==> src/rtl/regfile_write_buffer_pkg.sv <==
// regfile_write_buffer_pkg: shared constants and pointer-width helper for the write buffer
package regfile_write_buffer_pkg;
  localparam int default_depth = 4;
  function automatic int ptr_w(input int d);
    return $clog2(d);
  endfunction
endpackage

==> src/rtl/regfile_write_buffer_match.sv <==
// regfile_write_buffer_match: youngest-match search over the buffered (index, data) entries
module regfile_write_buffer_match
  import regfile_write_buffer_pkg::*;
#(
  parameter int width = 1,
  parameter int n     = 1,
  parameter int depth = default_depth
) (
  input  logic [depth-1:0]       valid,
  input  logic [depth*n-1:0]     idx,
  input  logic [depth*width-1:0] data,
  input  logic [ptr_w(depth)-1:0] head,
  input  logic [n-1:0]           probe,
  output logic                   hit,
  output logic [width-1:0]       hit_data
);
  localparam int pw = ptr_w(depth);
  logic [pw-1:0] s;
  // walk entries oldest to youngest from the head so the last match wins
  always_comb begin
    hit = 1'b0;
    hit_data = '0;
    s = '0;
    for (int k = 0; k < depth; k++) begin
      s = head + pw'(k);
      if (valid[s] && idx[int'(s)*n +: n] == probe) begin
        hit = 1'b1;
        hit_data = data[int'(s)*width +: width];
      end
    end
  end
endmodule

==> src/rtl/regfile_write_buffer.sv <==
// regfile_write_buffer: FIFO of pending register-file writes with read forwarding
module regfile_write_buffer
  import regfile_write_buffer_pkg::*;
#(
  parameter int width = 1,
  parameter int n     = 1,
  parameter int depth = default_depth
) (
  input  logic                  clk,
  input  logic                  rst,
  input  logic                  enq_valid,
  output logic                  enq_ready,
  input  logic [n-1:0]          enq_index,
  input  logic [width-1:0]      enq_data,
  input  logic                  drain_en,
  output logic                  wr_en,
  output logic [n-1:0]          wr_index,
  output logic [width-1:0]      wr_data,
  input  logic [n-1:0]          lookup_index,
  output logic                  lookup_hit,
  output logic [width-1:0]      lookup_data,
  output logic [ptr_w(depth):0] count
);
  localparam int pw = ptr_w(depth);
  localparam int cw = pw + 1;
  localparam logic [cw-1:0] full = cw'(depth);
  logic [cw-1:0] count_q, count_d;
  logic [pw-1:0] head_q, head_d, tail_q, tail_d;
  logic [depth-1:0] vld_q, vld_d;
  logic [depth*n-1:0] idx_q, idx_d;
  logic [depth*width-1:0] data_q, data_d;
  logic push, pop;
  assign enq_ready = count_q < full;
  assign wr_en = (count_q != '0) && drain_en;
  assign push = enq_valid && enq_ready;
  assign pop = wr_en;
  assign wr_index = idx_q[int'(head_q)*n +: n];
  assign wr_data = data_q[int'(head_q)*width +: width];
  assign count = count_q;
  // next-state: pop at head, append at tail, occupancy tracks the difference
  always_comb begin
    count_d = count_q + cw'(push) - cw'(pop);
    head_d = pop ? head_q + pw'(1) : head_q;
    tail_d = push ? tail_q + pw'(1) : tail_q;
    vld_d = vld_q;
    idx_d = idx_q;
    data_d = data_q;
    if (pop) vld_d[head_q] = 1'b0;
    if (push) begin
      vld_d[tail_q] = 1'b1;
      idx_d[int'(tail_q)*n +: n] = enq_index;
      data_d[int'(tail_q)*width +: width] = enq_data;
    end
  end
  // control state is reset; reset drops every pending write
  always_ff @(posedge clk) begin
    if (rst) begin
      count_q <= '0;
      head_q <= '0;
      tail_q <= '0;
      vld_q <= '0;
    end else begin
      count_q <= count_d;
      head_q <= head_d;
      tail_q <= tail_d;
      vld_q <= vld_d;
    end
  end
  // entry payload needs no reset since the valid bits gate every use
  always_ff @(posedge clk) begin
    idx_q <= idx_d;
    data_q <= data_d;
  end
  regfile_write_buffer_match #(.width(width), .n(n), .depth(depth)) u_match (
    .valid    (vld_q),
    .idx      (idx_q),
    .data     (data_q),
    .head     (head_q),
    .probe    (lookup_index),
    .hit      (lookup_hit),
    .hit_data (lookup_data)
  );
endmodule

==> config.mk <==
export PLATFORM = sky130hd
export DESIGN_NAME = regfile_write_buffer
export DESIGN_NICKNAME = d
export VERILOG_FILES = /design/src/rtl/regfile_write_buffer_pkg.sv /design/src/rtl/regfile_write_buffer_match.sv /design/src/rtl/regfile_write_buffer.sv
export SDC_FILE = /design/constraint.sdc
export NUM_CORES = 1
export LEC_CHECK = 0
export CORE_ASPECT_RATIO = 0.6
export CORE_UTILIZATION = 50
export CTS_BUF_LIST = sky130_fd_sc_hd__clkbuf_16
export DETAILED_ROUTE_END_ITERATION = 6
export PLACE_DENSITY_LB_ADDON = 0.3
export SETUP_SLACK_MARGIN = 0.05
export SLEW_MARGIN = 20
export SYNTH_ARGS = -nofsm -noshare
export SYNTH_HDL_FRONTEND = slang
export SYNTH_HIERARCHICAL = 1
export SYNTH_SLANG_ARGS = --single-unit
==> constraint.sdc <==
create_clock -name clk -period 2.2 [get_ports clk]
set_input_delay 0.22 -clock clk [delete_from_list [all_inputs] [get_ports clk]]
set_output_delay 0.22 -clock clk [all_outputs]
set_load 0.005 [all_outputs]
* Yosys cells after proc, flatten, opt, wreduce, memory -nomap -nowiden *
Index checks and enable logic that the tools add are counted.

word-level totals
  register bits = 19
  latch bits = 0
  RAM bits = 0
  memory bits (read-only) = 0
  memories = 0

cells by class
  add/sub/neg operators = 7
  $mul = 0
  divide/modulo/power cells = 0
  $lt $le $gt $ge = 8
  equality and inequality tests = 4
  shifts and indexed selects = 11
  mux-type cells = 24
  bitwise gates (word level) = 3
  reductions and logical operators = 9

operator list
  operator                  count
  $shiftx A1 B33 Y4         2
  $neg A2 Y33               1
  $shift A1 B33 Y4 const A  1
  $shiftx A4 B3 Y1          8
  $lt A2 B3 Y1 const B      5
  $mux W1                   14
  $bmux W1 S2               4
  $bwmux W4                 2
  $logic_and A1 B1 Y1       8
  $mux W4                   2
  $add A2 B1 Y2 const B     2
  $add A2 B2 Y2 const B     2
  $and A4 B4 Y4             1
  $demux W1 S2              2
  $eq A1 B1 Y1              4
  $ge A2 B1 Y1 const B      2
  $not A4 Y4                1
  $or A4 B4 Y4              1
  $add A3 B1 Y3             1
  $lt A3 B3 Y1 const B      1
  $reduce_bool A3 Y1        1
  $sub A3 B1 Y3             1

* Depth between registers and ports, before layout *
Gate-level depths: netlist (run 1).

  depth in word-level cells = 9
  gate-level depth with buffers = 9
  mapped depth without buffers = 8

* By module *
The synthesis (run 1) kept the hierarchy.

modules (own cells, without submodules)
  module                      times used  cells each  area an instance (µm²)
  regfile_write_buffer        1           92          958.4
  regfile_write_buffer_match  1           54          526.8

* Least setup slack after synthesis (run 1) *
No wires, ideal clock.

  path type = register to output
  start point = register head_q[0]
  end point = output lookup_data
  arrival time = 1.746 ns
  required time = 1.980 ns
  setup slack = 0.234 ns
  cell stages (with the launch flop) = 8
  buffers on the path = 2
  cell sequence = dfxtp_1 -> buf_6 -> buf_6 -> mux4_2 -> nand2b_1 -> o221ai_1 -> o21ai_1 -> o2bb2ai_1

between the ends
  cells in the longest elaborated chain, start to end = 7

ends and longest elaborated chain
  element                                         RTL line                          RTL
  start, declared                                 regfile_write_buffer.sv:28        logic [pw-1:0] head_q, head_d, tail_q, tail_d;
  start signal, assigned                          regfile_write_buffer.sv:59        head_q <= '0;
  start signal, assigned                          regfile_write_buffer.sv:64        head_q <= head_d;
  $add A2 B1 Y2 (tied with other cells)           regfile_write_buffer_match.sv:25  s = head + pw'(k);
  $shiftx A4 B3 Y1 (tied with other cells)        regfile_write_buffer_match.sv:26  if (valid[s] && idx[int'(s)*n +: n] == probe) begin
  $eq A1 B1 Y1 (tied with other cells)            regfile_write_buffer_match.sv:26
  $logic_and A1 B1 Y1 or $mux W1 (tied branches)  regfile_write_buffer_match.sv:26
  $mux W1 (2 in series)                           regfile_write_buffer_match.sv:26
  $mux W1 (*)                                     regfile_write_buffer_match.sv:26
  end, declared                                   regfile_write_buffer.sv:21        output logic [width-1:0] lookup_data,

Every way passes the cells marked *; elsewhere a longest branch is shown, timed or not. The select of a mux whose other input is x is not followed.

* Worst setup path after layout (run 1) *
Ends and elaborated chain as after synthesis.

==> results of run 1 <==
==> power by group through the flow <==
stage	Sequential (W)	Clock (W)	Combinational (W)
finish	0.000523	0.000380	0.00104
global route	0.000530	0.000394	0.00112
CTS	0.000516	0.000381	0.000938
detailed placement	0.000520	0	0.000896
global placement	0.000515	0	0.000851
floorplan	0.000517	0	0.000582
==> critical path: cells and delay by family, from the launching register on <==
kind	cells	cell delay, ps
and+or+nand+nor	1	220
DFF	1	360
muxes	1	500
AOI/OAI and AO/OA	3	550
buffers and inverters	2	230
==> worst min-delay path by stage <==
| stage | start | slack (ps) | cells after the start | end |
|---|---|---|---|---|
| finish | vld_q[2]$_SDFF_PP0_ | 560 | 2 | vld_q[2]$_SDFF_PP0_ |
| global placement | vld_q[2]$_SDFF_PP0_ | 500 | 2 | vld_q[2]$_SDFF_PP0_ |
| CTS | vld_q[2]$_SDFF_PP0_ | 540 | 2 | vld_q[2]$_SDFF_PP0_ |
| floorplan | rst | 290 | 1 | count[0]$_SDFF_PP0_ |
| detailed placement | vld_q[0]$_SDFF_PP0_ | 520 | 2 | vld_q[0]$_SDFF_PP0_ |
| global route | vld_q[2]$_SDFF_PP0_ | 590 | 2 | vld_q[2]$_SDFF_PP0_ |
==> metrics by stage <==
stage | std cells | util | setup TNS, ps
after floorplan | 146 | - | 0
after CTS | 221 | 0.7044 | -101.2
after global routing | 223 | 0.7298 | -260.3
final | 223 | 0.7298 | -191.9
after detailed placement | 212 | 0.6584 | -221.5
after global placement | 212 | 0.6584 | -100.9
==> state kept, by name, indices dropped and copies added (netlist names) <==
signal,cells
count,3
data_q,4
head_q,2
idx_q,4
tail_q,2
vld_q,4
==> layout by cell type, fill, tap and decap left out, drive strengths merged, types with 7 or more instances in the layout <==
cell	count
mux2	8
o21ai	7
buf	27
a21oi	7
inv	17
nor2	13
ha	9
nand2	15
edfxtp	8
dfxtp	11
clkdlybuf4s50	13
mux4	9
==> logic make-up (layout without fill, tap and decap cells) <==
kind of cell	count (synthesis)	count (layout)	synth area share
DFF	19	19	0.3100
muxes	22	22	0.2334
buffers and inverters	24	61	0.08845
xor gates and xnor gates	6	6	0.03538
and+or+nand+nor	42	42	0.1390
adders and majority gates	10	10	0.08930
AOI/OAI and AO/OA	23	23	0.1045
==> routing by layer <==
metal | vias up | GRT usage | part of all wire
met5 | - | 0 | 0
met4 | 0 | 0.04314 | 0.014
met3 | 8 | 0.08200 | 0.066
met2 | 52 | 0.4280 | 0.50
met1 | 639 | 0.3270 | 0.42
li1 | 587 | - | -
==> final cells by class <==
type | instances | area (µm²)
Clock inverter | 1 | 7.507
Timing Repair Buffer | 40 | 339.1
Tap cell | 40 | 50.05
Multi-Input combinational cell | 103 | 942.2
Sequential cell | 19 | 465.4
Fill cell | 179 | 719.4
Inverter | 17 | 63.81
Clock buffer | 3 | 75.07
==> timing repair <==
item	4_1_cts	5_1_grt
endpoints found under the setup margin	2	4
hold endpoints to repair	0	0
gates resized for setup	13	10
hold buffers	0	0
buffers inserted	5	3
pin swaps	3	3
==> tab_implementation.tex, run 1 <==
\begin{tabular}{lr}
\hline
Metric & Value \\
\hline
\multicolumn{2}{l}{\textbf{Worst setup path}} \\
\quad Critical-path cell list & buf\_4 -> mux4\_2 -> and3b\_1 -> a211oi\_2 -> o32ai\_2 -> o2bb2ai\_1 -> buf\_2 \\
\quad Worst flop-to-flop path startpoint & count[2]\$\_SDFF\_PP0\_ \\
\quad Critical path data arrival time & 2120 ps \\
\quad Critical path's largest stage delay & 500 ps \\
\quad Critical path capture point & lookup\_data \\
\quad Setup crit end kind & primary output \\
\quad R2r endpoint & count[2]\$\_SDFF\_PP0\_ \\
\quad Worst Path Class, Setup & flip-flop to primary output \\
\quad Critical Path Source & head\_q[0]\$\_SDFFE\_PP0P\_ \\
\quad CP max stage cell & mux4\_2 \\
\quad Data required time at the worst endpoint & 1980 ps \\
\quad Worst reg2reg setup slack & 180 ps \\
\quad Number of cells on the worst reg-to-reg path & 8 \\
\quad Maximum fanout along the worst path & 4 \\
\quad Startpoint kind of the worst setup timing path & flip-flop \\
\multicolumn{2}{l}{\textbf{Floorplanning}} \\
\quad DIE HEIGHT & about 44 µm \\
\quad Number of core rows & 14 \\
\quad Die boundary width & 72.36 µm \\
\quad Core ar. & 2663 µm² \\
\quad Starting density of the core & 0.5578 \\
\quad Full die area & 3199 µm² \\
\quad Number of ports placed on the die boundary & 16 \\
\multicolumn{2}{l}{\textbf{Logic synthesis}} \\
\quad Top\_reg\_cell synth & dfxtp\_1 \\
\quad Synth area leaders & edfxtp\_1 16\%, dfxtp\_1 15\%, mux4\_2 14\%, ha\_1 7.6\%, inv\_1 4.3\% \\
\quad Largest area contributor in the netlist & edfxtp\_1 \\
\quad Avg Cell Area, Syn & 10.17 µm² \\
\quad Area share of the leading cell type in the synthesized netlist & 0.1618 \\
\quad Number of distinct library cells after synthesis & 37 \\
\quad Number of storage elements in the synthesis netlist & 19 \\
\quad Leading cell type by number of instances after synthesis & inv\_1 \\
\quad Seq/Total Area, Yosys & 0.3100 \\
\quad Top cells by count, synth & 17 x inv\_1, 15 x nand2\_1, 13 x nor2\_1 \\
\quad Share of synthesized flip-flops with an asynchronous set or reset & 0 \\
\quad Syn Std Cell Area & 1485 µm² \\
\quad Cells after synthesis & between 100 and 150 \\
\quad Nets in the synthesized netlist & approximately 160 \\
\quad Number of enable-type register cells in the synthesized netlist & 8 \\
\quad Synth warnings & 6 \\
\multicolumn{2}{l}{\textbf{Worst hold path}} \\
\quad Class of the tightest hold or removal check & flip-flop to flip-flop \\
\multicolumn{2}{l}{\textbf{Global routing}} \\
\quad GRT Util Overall & 0.2529 \\
\quad Number of antenna violations at the first check in global routing & 0 \\
\quad Global-route wire length before repair & between 5 and 6 mm \\
\quad Vias in the first global route & around 1300 \\
\quad Maximum number of pins on one net before global-route repair & 13 \\
\quad Total congestion overflow after global routing & 0 \\
\multicolumn{2}{l}{\textbf{Clock network}} \\
\quad Clock latency at the later pin of the worst-skew pair & 250 ps \\
\quad Maximum number of buffers from clock root to sink & 2 \\
\quad TritonCTS clock tree & built \\
\quad Clock root cell & clkbuf\_16 \\
\quad Count of clock tree sinks & 19 \\
\quad Clock transition at the registers of the reported paths & 50 ps \\
\quad Number of levels in the clock H-tree & 1 \\
\quad TritonCTS Buffers & 3 \\
\multicolumn{2}{l}{\textbf{Timing}} \\
\quad Hold Worst Slack & 558.9 ps \\
\quad Final-report hold violation count & 0 \\
\quad Share of the clock period used by the worst path & 1.061 \\
\quad Final setup margin & -135.0 ps \\
\quad Final setup violation count & 2 \\
\quad Largest clock skew in the final design & 3.407 ps \\
\quad Crit path time final & approximately 2300 ps \\
\quad Pins Over Slew Limit & 0 \\
\quad Max Freq & 428.3 MHz \\
\quad Slew of the pin with the lowest slew margin & 432.9 ps \\
\quad Relative max-transition margin & 0.7105 \\
\quad Unrepaired setup endpoints after global routing & yes \\
\multicolumn{2}{l}{\textbf{Power}} \\
\quad Leak Pwr & between 0.7 and 0.8 nW \\
\quad Part of the power in combinational logic & 0.535 \\
\quad Flop pwr share & 0.269 \\
\quad PnR Total Power & between 0.0015 and 0.002 W \\
\quad Net switching share of the total power & 0.3547 \\
\quad Switching Power & 0.0006891 W \\
\quad Total power per unit cell area & 999.7 nW/µm² \\
\quad Clock power frac & 0.196 \\
\quad VDD IR-drop max & approximately 0.58 mV \\
\quad Cell internal power dissipation & 0.001254 W \\
\multicolumn{2}{l}{\textbf{Routing}} \\
\quad Via Count & 1286 \\
\quad Total length of routed wires & 4.047 mm \\
\quad Count of unresolved DRC violations after routing & 0 \\
\quad Starting DRT DRC Count & between 100 and 150 \\
\quad Average vias per placed instance & 5.767 \\
\quad Routed length per placed instance & roughly 18 µm \\
\quad Number of iterations in the first detailed-routing pass & 4 \\
\quad DRT antenna net count & 0 \\
\multicolumn{2}{l}{\textbf{Cells and area}} \\
\quad Cell area after layout & 1943 µm² \\
\quad Layout area overhead & 30.83\% \\
\quad Diodes inserted & 0 \\
\quad Fraction of layout cells with a size suffix above 1 & 0.3115 \\
\quad Final \#Nets & approximately 200 \\
\multicolumn{2}{l}{\textbf{Placement}} \\
\quad Half-perimeter wire length after detailed placement & 2.684 mm \\
\quad Area post-placement & 1753 µm² \\
\quad Pre-CTS setup slack & -137.2 ps \\
\quad Total of buffers placed on input and output ports & 15 \\
\quad Final weighted congestion in routability-driven placement & 0.7868 \\
\multicolumn{2}{l}{\textbf{Job}} \\
\quad Max cap viols & 0 \\
\multicolumn{2}{l}{\textbf{Run status}} \\
\quad Status & finished with violations \\
\quad Failing checks & negative setup slack \\
\hline
\end{tabular}
No activity file was read; power rests on OpenSTA's default activity.
==> run 2, diff against run 1 <==
Settings changed: SKIP_CTS_REPAIR_TIMING set to 1.
==> tab_implementation.tex, run 2 (synthesized netlist as in run 1, its figures left out) <==
\begin{tabular}{lr}
\hline
Metric & Value \\
\hline
\multicolumn{2}{l}{\textbf{Floorplanning}} \\
\quad Number of ports placed on the die boundary & 16 (unchanged) \\
\quad Core ar. & 2663 µm² (unchanged) \\
\quad Starting density of the core & 0.5578 (unchanged) \\
\quad Die boundary width & 72.36 µm (unchanged) \\
\quad Full die area & 3199 µm² (unchanged) \\
\quad Number of core rows & 14 (unchanged) \\
\quad DIE HEIGHT & 44.22 µm (unchanged) \\
\multicolumn{2}{l}{\textbf{Routing}} \\
\quad WL met3 & 300 µm (was 268 µm) \\
\quad Total length of routed wires & 3.633 mm (was 4.047 mm) \\
\quad Starting DRT DRC Count & 109 (was 137) \\
\quad Top Layer Used & met4 (unchanged) \\
\quad Routed wire length on met2 & 1.754 mm (was 2.013 mm) \\
\quad Number of iterations in the first detailed-routing pass & 4 (unchanged) \\
\quad Count of unresolved DRC violations after routing & 0 (unchanged) \\
\quad DRT antenna net count & 0 (unchanged) \\
\quad Average vias per placed instance & 5.719 (was 5.767) \\
\quad Routed met1 length & 1.572 mm (was 1.710 mm) \\
\quad Routed length per placed instance & 16.74 µm (was 18.15 µm) \\
\quad Via Count & 1241 (was 1286) \\
\multicolumn{2}{l}{\textbf{Cells and area}} \\
\quad Most common cell after layout, fill and taps aside & inv\_1 (was buf\_4) \\
\quad Biggest regs & data\_q x4, idx\_q x4, vld\_q x4 (unchanged) \\
\quad Cell area after layout & 1888 µm² (was 1943 µm²) \\
\quad Diodes inserted & 0 (unchanged) \\
\quad Fraction of layout cells with a size suffix above 1 & 0.2881 (was 0.3115) \\
\quad Highest-count cells in the layout ignoring fill and taps & 17 x inv\_1, 16 x buf\_4, 14 x nand2\_1 (was 22 x buf\_4, 17 x inv\_1, 15 x nand2\_1) \\
\quad Final standard cell utilization of the core & 0.7091 (was 0.7298) \\
\quad Final \#Nets & 195 (was 201) \\
\quad Layout area overhead & 27.13\% (was 30.83\%) \\
\multicolumn{2}{l}{\textbf{Global routing}} \\
\quad GRT Util Overall & 0.2428 (was 0.2529) \\
\quad Vias in the first global route & 1208 (was 1270) \\
\quad Number of antenna violations at the first check in global routing & 0 (unchanged) \\
\quad Global-route wire length before repair & 5.733 mm (was 5.968 mm) \\
\quad Maximum number of pins on one net before global-route repair & 13 (unchanged) \\
\quad Total congestion overflow after global routing & 0 (unchanged) \\
\multicolumn{2}{l}{\textbf{Clock network}} \\
\quad Clock transition at the registers of the reported paths & 60 ps (was 50 ps) \\
\quad Clock latency at the later pin of the worst-skew pair & 250 ps (about the same) \\
\quad Count of clock tree sinks & 19 (unchanged) \\
\quad TritonCTS clock tree & built (unchanged) \\
\quad Maximum number of buffers from clock root to sink & 2 (unchanged) \\
\quad Clock root cell & clkbuf\_16 (unchanged) \\
\quad TritonCTS Buffers & 3 (unchanged) \\
\quad Number of levels in the clock H-tree & 1 (unchanged) \\
\multicolumn{2}{l}{\textbf{Worst setup path}} \\
\quad Data required time at the worst endpoint & 1980 ps (about the same) \\
\quad Buffering stage count on the worst path with inverters included & 3 (was 2) \\
\quad Worst Path Class, Setup & flip-flop to primary output (unchanged) \\
\quad Critical path's largest stage delay & 570 ps (was 500 ps) \\
\quad Critical path data arrival time & 2070 ps (was 2120 ps) \\
\quad Cell with the most instances on the worst path & buf\_4 \\
\quad Startpoint kind of the worst setup timing path & flip-flop (unchanged) \\
\quad Maximum fanout along the worst path & 5 (was 4) \\
\quad Cell family with most CP delay & multiplexers (was compound AO/OA/AOI/OAI gates) \\
\quad Setup crit end kind & primary output (unchanged) \\
\quad Critical-path cell list & mux4\_2 -> buf\_4 -> buf\_4 -> o21a\_1 -> o2111ai\_1 -> buf\_2 (was buf\_4 -> mux4\_2 -> and3b\_1 -> a211oi\_2 -> o32ai\_2 -> o2bb2ai\_1 -> buf\_2) \\
\quad CP max stage cell & mux4\_2 (unchanged) \\
\multicolumn{2}{l}{\textbf{Placement}} \\
\quad Final weighted congestion in routability-driven placement & 0.7868 (unchanged) \\
\quad Total of buffers placed on input and output ports & 15 (unchanged) \\
\quad Pre-CTS setup slack & -137.2 ps (unchanged) \\
\quad Half-perimeter wire length after detailed placement & 2.684 mm (unchanged) \\
\quad Area post-placement & 1753 µm² (unchanged) \\
\multicolumn{2}{l}{\textbf{Timing}} \\
\quad Largest clock skew in the final design & 1.095 ps (was 3.407 ps) \\
\quad Relative max-transition margin & 0.6876 (was 0.7105) \\
\quad Setup TNS & -144.2 ps (was -191.9 ps) \\
\quad Max Freq & 437.3 MHz (was 428.3 MHz) \\
\quad Final setup violation count & 2 (unchanged) \\
\quad Pins Over Slew Limit & 0 (unchanged) \\
\quad Final setup margin & -86.60 ps (was -135.0 ps) \\
\quad Share of the clock period used by the worst path & 1.039 (was 1.061) \\
\quad Final-report hold violation count & 0 (unchanged) \\
\quad Crit path time final & 2287 ps (was 2335 ps) \\
\quad Slew of the pin with the lowest slew margin & 467.1 ps (was 432.9 ps) \\
\quad Unrepaired setup endpoints after global routing & yes (unchanged) \\
\multicolumn{2}{l}{\textbf{Power}} \\
\quad VDD IR-drop max & 0.5684 mV (was 0.5802 mV) \\
\quad Total power per unit cell area & 991.1 nW/µm² (was 999.7 nW/µm²) \\
\quad Switching Power & 0.0006532 W (was 0.0006891 W) \\
\quad Net switching share of the total power & 0.3491 (was 0.3547) \\
\quad Part of the power in combinational logic & 0.518 (was 0.535) \\
\quad PnR Total Power & 0.001871 W (was 0.001943 W) \\
\quad Clock power frac & 0.202 (was 0.196) \\
\quad Cell internal power dissipation & 0.001218 W (was 0.001254 W) \\
\quad Flop pwr share & 0.279 (was 0.269) \\
\quad Leak Pwr & 0.7517 nW (was 0.7859 nW) \\
\multicolumn{2}{l}{\textbf{Worst hold path}} \\
\quad Class of the tightest hold or removal check & flip-flop to flip-flop (unchanged) \\
\multicolumn{2}{l}{\textbf{Job}} \\
\quad Max cap viols & 0 (unchanged) \\
\multicolumn{2}{l}{\textbf{Run status}} \\
\quad Failing checks & negative setup slack (unchanged) \\
\quad Status & finished with violations (unchanged) \\
\hline
\end{tabular}
==> run 2: cell types whose count changed in the layout (fill, tap and decap cells not counted) <==
cell	previous run	this run
nand2_1	15	14
xnor2_2	2	1
xnor2_1	4	5
nor2_2	0	1
nor2_4	1	0
nand2_2	0	1
buf_4	22	16
==> run 2: power groups by stage <==
| stage | clock network (W) | logic (W) | registers, W |
|---|---|---|---|
| 3_5_place_dp | 0 | 0.000896 | 0.000520 |
| 6_report | 0.000379 | 0.000970 | 0.000522 |
| 3_3_place_gp | 0 | 0.000851 | 0.000515 |
| 5_1_grt | 0.000395 | 0.00105 | 0.000535 |
| 2_1_floorplan | 0 | 0.000582 | 0.000517 |
| 4_1_cts | 0.000381 | 0.000904 | 0.000514 |
==> run 2: final timing paths <==
path / start / end / slack (ps) / cells after the start
worst max-delay path: idx_q[3]$_DFFE_PP_ / lookup_hit / -90 / 6
worst min-delay path: vld_q[2]$_SDFF_PP0_ / vld_q[2]$_SDFF_PP0_ / 550 / 2
worst max register to register: count[2]$_SDFF_PP0_ / count[2]$_SDFF_PP0_ / 180 / 8
worst min register to register: vld_q[2]$_SDFF_PP0_ / vld_q[2]$_SDFF_PP0_ / 550 / 2
==> run 2: per-stage QoR <==
step,hold slack (ps),std cells
finish,554.2,217
global route,572.5,217
CTS,541.1,216
floorplan,291.6,146
detailed placement,518.4,212
global placement,502.2,212
==> run 2: final cells by class <==
type                    count  area (µm²)
multi-input cells         103       932.1
fillers                   188       774.5
flip-flops and latches     19       465.4
repair buffers             34       294.0
clock buffers               3       75.07
inverters                  17       63.81
well taps                  40       50.05
clock inverters             1       7.507
==> run 2: per-layer routing <==
metal,track usage,up-vias
li1,-,574
met1,0.3139,607
met2,0.4168,58
met3,0.07517,2
met4,0.03529,0
met5,0,-
==> run 2: worst register-to-register path, cell delays in order, from the launching register on <==
cell and delay, ps:
dfxtp_1 410, and2b_2 260, xnor2_1 170, ha_1 190
inv_1 50, fa_1 370, xnor2_1 250, xnor2_1 150
nor2_1 50
